[config.mk]
export PLATFORM = sky130hd
export DESIGN_NAME = pwm_servo_array
export DESIGN_NICKNAME = d
export VERILOG_FILES = /design/src/rtl/pwm_servo_array.sv
export SDC_FILE = /design/constraint.sdc
export NUM_CORES = 1
export LEC_CHECK = 0
export ABC_AREA = 1
export CAP_MARGIN = 10
export CORE_MARGIN = 2
export CORE_UTILIZATION = 64
export CTS_BUF_LIST = sky130_fd_sc_hd__clkbuf_8
export DETAILED_ROUTE_END_ITERATION = 10
export GPL_ROUTABILITY_DRIVEN = 0
export GPL_TIMING_DRIVEN = 1
export PLACE_DENSITY = 0.87
export SYNTH_ARGS = -nofsm -noshare
export SYNTH_HDL_FRONTEND = slang
export SYNTH_SLANG_ARGS = --single-unit
[constraint.sdc]
create_clock -name clk -period 4.5 [get_ports clk]
set_clock_uncertainty 0.15 [all_clocks]
set_input_delay 0.675 -clock clk [delete_from_list [all_inputs] [get_ports clk]]
set_output_delay 0.675 -clock clk [all_outputs]
set_load 0.03 [all_outputs]
[src/rtl/pwm_servo_array.sv]
// Multi-channel servo PWM generator with a shared frame counter, a single command port and
// per-channel slew-limited high times that only change at the frame wrap.
module pwm_servo_array #(
  parameter int N_CH      = 2,
  parameter int CNT_W     = 21,
  parameter int PERIOD    = 2000000,
  parameter int PULSE_MIN = 100000,
  parameter int PULSE_MAX = 200000,
  parameter int MAX_STEP  = 10000,
  localparam int CH_W     = (N_CH > 1) ? $clog2(N_CH) : 1
) (
  input  logic             clk,
  input  logic             reset,
  input  logic             cmd_valid,
  input  logic [CH_W-1:0]  cmd_ch,
  input  logic [CNT_W-1:0] cmd_width,
  output logic             cmd_ready,
  output logic [N_CH-1:0]  pwm,
  output logic             frame_start,
  output logic [CNT_W-1:0] count_out
);

  localparam logic [0:0]       IDLE  = 1'b0;
  localparam logic [0:0]       RUN   = 1'b1;
  localparam logic [CNT_W-1:0] LAST  = CNT_W'(PERIOD - 1);
  localparam logic [CNT_W-1:0] MIN_W = CNT_W'(PULSE_MIN);
  localparam logic [CNT_W-1:0] MAX_W = CNT_W'(PULSE_MAX);
  localparam logic [CNT_W:0]   STEP  = (CNT_W + 1)'(MAX_STEP);

  logic [CNT_W-1:0] count;
  logic             armed;
  logic             ready_q;
  logic             wrap;
  logic             accept;
  logic [CNT_W-1:0] clamped;
  logic [N_CH-1:0]  pwm_next;
  logic [N_CH-1:0]  pwm_q;

  // armed holds the counter at 0 for the reset-state cycle; ready_q lags it by one more cycle
  always_ff @(posedge clk) begin
    if (!reset) begin
      count   <= '0;
      armed   <= 1'b0;
      ready_q <= 1'b0;
      pwm_q   <= '0;
    end else begin
      armed   <= 1'b1;
      ready_q <= armed;
      pwm_q   <= pwm_next;
      if (armed) count <= wrap ? '0 : count + CNT_W'(1);
    end
  end

  assign wrap        = armed && (count == LAST);
  assign accept      = cmd_valid && cmd_ready;
  assign cmd_ready   = reset && ready_q;
  assign frame_start = armed && (count == '0);
  assign count_out   = count;
  assign pwm         = pwm_q;

  always_comb begin
    clamped = cmd_width;
    if (cmd_width == '0)        clamped = '0;
    else if (cmd_width < MIN_W) clamped = MIN_W;
    else if (cmd_width > MAX_W) clamped = MAX_W;
  end

  for (genvar i = 0; i < N_CH; i++) begin : g_ch
    logic [CNT_W-1:0] target;
    logic [CNT_W-1:0] active;
    logic [CNT_W-1:0] slewed;
    logic [0:0]       state;
    logic [CNT_W:0]   t_ext;
    logic [CNT_W:0]   a_ext;

    assign t_ext = {1'b0, target};
    assign a_ext = {1'b0, active};

    // One extra bit keeps active +/- STEP from wrapping before the comparison
    always_comb begin
      slewed = target;
      if (MAX_STEP != 0) begin
        if (t_ext > a_ext + STEP)      slewed = CNT_W'(a_ext + STEP);
        else if (a_ext > t_ext + STEP) slewed = CNT_W'(a_ext - STEP);
      end
    end

    // The wrap update reads target before this cycle's command write lands
    always_ff @(posedge clk) begin
      if (!reset) begin
        target <= '0;
        active <= '0;
        state  <= IDLE;
      end else begin
        if (wrap) begin
          if (target == '0) begin
            state  <= IDLE;
            active <= '0;
          end else if (state == IDLE) begin
            state  <= RUN;
            active <= target;
          end else begin
            active <= slewed;
          end
        end
        if (accept && (cmd_ch == CH_W'(i))) target <= clamped;
      end
    end

    assign pwm_next[i] = (state == RUN) && (count < active);
  end

endmodule

==> metrics <==
outcome=completed; crit share post-route=90.1%; syn_nets=1776; clk sink count=111; Detailed Route WL=31700 um; Most Crowded Layer GR=met2; Core Region=16400 um^2; Total GRT Usage=35.7%; DIE HEIGHT=133 um; clock transition at the registers of the reported paths=0.13 ns; global route overflow=0; CP cell instances=ha_1 > nand3_1 > nand2_1 > nand2_1 > o21ai_0 > nand4_1 > nor3_1 > xor2_1 > ha_1 > and3_1 > nand3_1 > nor4_1 > nor2_2 > nand2_4 > inv_1 > nand3_1 > nand3b_1 > nand2_1 > nand2_1; Area contributors post-synth=dfxtp_1 21%, ha_1 16%, nand2_1 13%, a21oi_1 6.8%, inv_1 6.6%; Min-Delay Path Class=flip-flop to flip-flop; Clk pwr share=35.5%; number of routed nets with antenna violations=0; WS Path Type=flip-flop to flip-flop; Syn Inst Count=1619; Initial Utilization=64.7%; die area=17600 um^2; Pint=1.30 mW; CTS tree=done; PwrDens=167 nW/um^2; DRC Markers=0; critical path's largest stage delay=0.47 ns; routed len/inst=17.1 um; hpwl dp=24100 um; Mapped Area=10600 um^2; clk buf depth=2; Rows=47; Seq cells post-synth=111; CP Data Required Time=4.67 ns; Max Fclk=247 MHz; max-slew violation count=0; Post-Synth Simple-Gate Area=32.5%; Compound-Gate Fraction of Synth Area=14.8%; commonest non-fill, non-tap cell in the layout=nand2_1; CTS root buf=clkbuf_8; top_reg_cell synth=dfxtp_1; Avg Vias per Cell=6.10; Worst-Skew Late Latency=0.42 ns; largest net degree at the start of global routing=43; share of the synthesized area in the top cell type=20.9%; final hold vios=0; XOR/XNOR Fraction of Synth Area=6.43%; hold_ws=0.345 ns; Sw Share=31.4%; CP most frequent cell=nand2_1; Crit. End Element=flip-flop; Yosys top cell by area=dfxtp_1; DR vias=11323; synthesis-to-layout area growth=7.13%; mux contribution to synthesized area=0%; Seq pwr share=53.4%; CP max FO=18; most frequent cells in the layout=373 x nand2_1, 188 x inv_1, 144 x a21oi_1, 132 x ha_1, 126 x nand3_1; max-capacitance violation count=0; Ports=50; Syn Area/Cell=6.56 um^2; global routing usage on met2=60.4%; H-tree levels=3; final-report setup violation count=0; main combinational cell family by area after synthesis=simple AND/OR/NAND/NOR gates; adder-cell share of the synthesized area=15.6%; yosys warns=0; drt first pass iters=6; vias in the first global route=10399; startpoint types=flip-flop; Worst-Margin Slew=1.02 ns; Final min period=4.05 ns; post-synthesis sequential area ratio=20.9%; Num CTS Buffers=9; Max-slew headroom=31.9%; fraction of layout cells with a size suffix above 1=4.40%; die width=133 um; GRT met3 Usage=6.25%; Critical-path top delay cell=dfxtp_1; switching power=0.595 mW; RSZ-0062 raised after global routing=false; final worst setup slack=0.448 ns; first-pass GRT wire length=51100 um; Setup TNS=0 ns; Leakage=5.30 nW; Comb power frac=11.0%; Post-synth ARST share=0%; Final nets=1787; dpl ws=0.427 ns; input/output buffers=49; 1st-iter DRT viols=1189; Post-synth EDFFs=0; initial antenna violation count=1; CP arrival=4.23 ns; Ant. Diodes=0; Cell variety after synth=51; met1 GRT Util=44.0%; VDD IR max=164 uV
## path summary, 6_finish.rpt
check	slack [ns]	cells past startpoint	start	endpoint
max	0.45	19	g_ch[1].target[4]	g_ch[1].active[14]
min	0.34	2	g_ch[0].active[1]	g_ch[0].active[1]
max reg2reg	0.45	19	g_ch[1].target[4]	g_ch[1].active[14]
min reg2reg	0.34	2	g_ch[0].active[1]	g_ch[0].active[1]
## area by class of cell
type                    count  area (um^2)
fillers                  1441         5030
repair buffers             57          551
multi-input cells        1252         7360
clock inverters             7         91.3
flip-flops and latches    111         2220
clock buffers               9          124
well taps                 220          275
inverters                 199          749
## stage by stage
stage / std cells / utilization [%] / total power, mW / area (um^2)
after global placement: 1838 / 68.0 / 1.23 / 11100
after floorplan: 1619 / - / 1.16 / 10600
after global routing: 1855 / 69.3 / 1.95 / 11400
after CTS: 1854 / 69.3 / 1.89 / 11400
after detailed placement: 1838 / 68.0 / 1.24 / 11100
final: 1855 / 69.3 / 1.90 / 11400
## metal layers
| metal | part of all wire, % | vias up |
|---|---|---|
| li1 | - | 5451 |
| met1 | 40 | 5139 |
| met2 | 47 | 589 |
| met3 | 8.9 | 142 |
| met4 | 4.8 | 2 |
| met5 | 0.022 | - |
## power by group through the flow
stage | combinational [mW] | sequential [mW] | clock [mW]
floorplan | 0.135 | 1.03 | 0
global placement | 0.199 | 1.03 | 0
detailed placement | 0.203 | 1.03 | 0
CTS | 0.205 | 1.01 | 0.676
global route | 0.230 | 1.01 | 0.709
finish | 0.209 | 1.01 | 0.674
## critical path: cells and delay by family (launching register included)
kind | cells | cell delay [ns]
adder cells (fa/ha/maj) | 2 | 0.53
buffers and inverters | 1 | 0.18
AND/OR/NAND/NOR | 14 | 2.12
AO/OA/AOI/OAI | 1 | 0.39
XOR/XNOR | 1 | 0.11
flip-flops | 1 | 0.47
## registers in the layout, summed over array words and instances, names as in the netlist
register	cells
g_ch.active	42
g_ch.state	2
g_ch.target	42
armed	1
pwm	2
count_out	21
ready_q	1
## synth_stat cells (6+ instances only)
cell / count
nand3_1: 126
dfxtp_1: 111
nor3_1: 42
nor4_1: 22
inv_1: 188
a21oi_1: 144
buf_2: 10
clkinv_1: 7
ha_1: 132
nand2_1: 374
xor2_1: 73
nand4_1: 48
clkbuf_1: 33
o21ai_0: 92
buf_4: 6
nor2_1: 90
a211oi_1: 7
nand3b_1: 9
nand2_2: 10
nor2_2: 11
o21ai_1: 17
## cell families after synthesis
logic type	after synthesis
simple gates	754
compound gates	288
buf+inv	256
fa+ha+maj	132
flops	111
xor+xnor	78
## repair_timing
| action | in CTS | in global routing |
|---|---|---|
| resized for setup | 0 | 1 |
| buffers inserted | 0 | 0 |
| hold buffers | 0 | 0 |
| setup endpoints to repair | 0 | 2 |
Power figures use the tool's default switching activity.
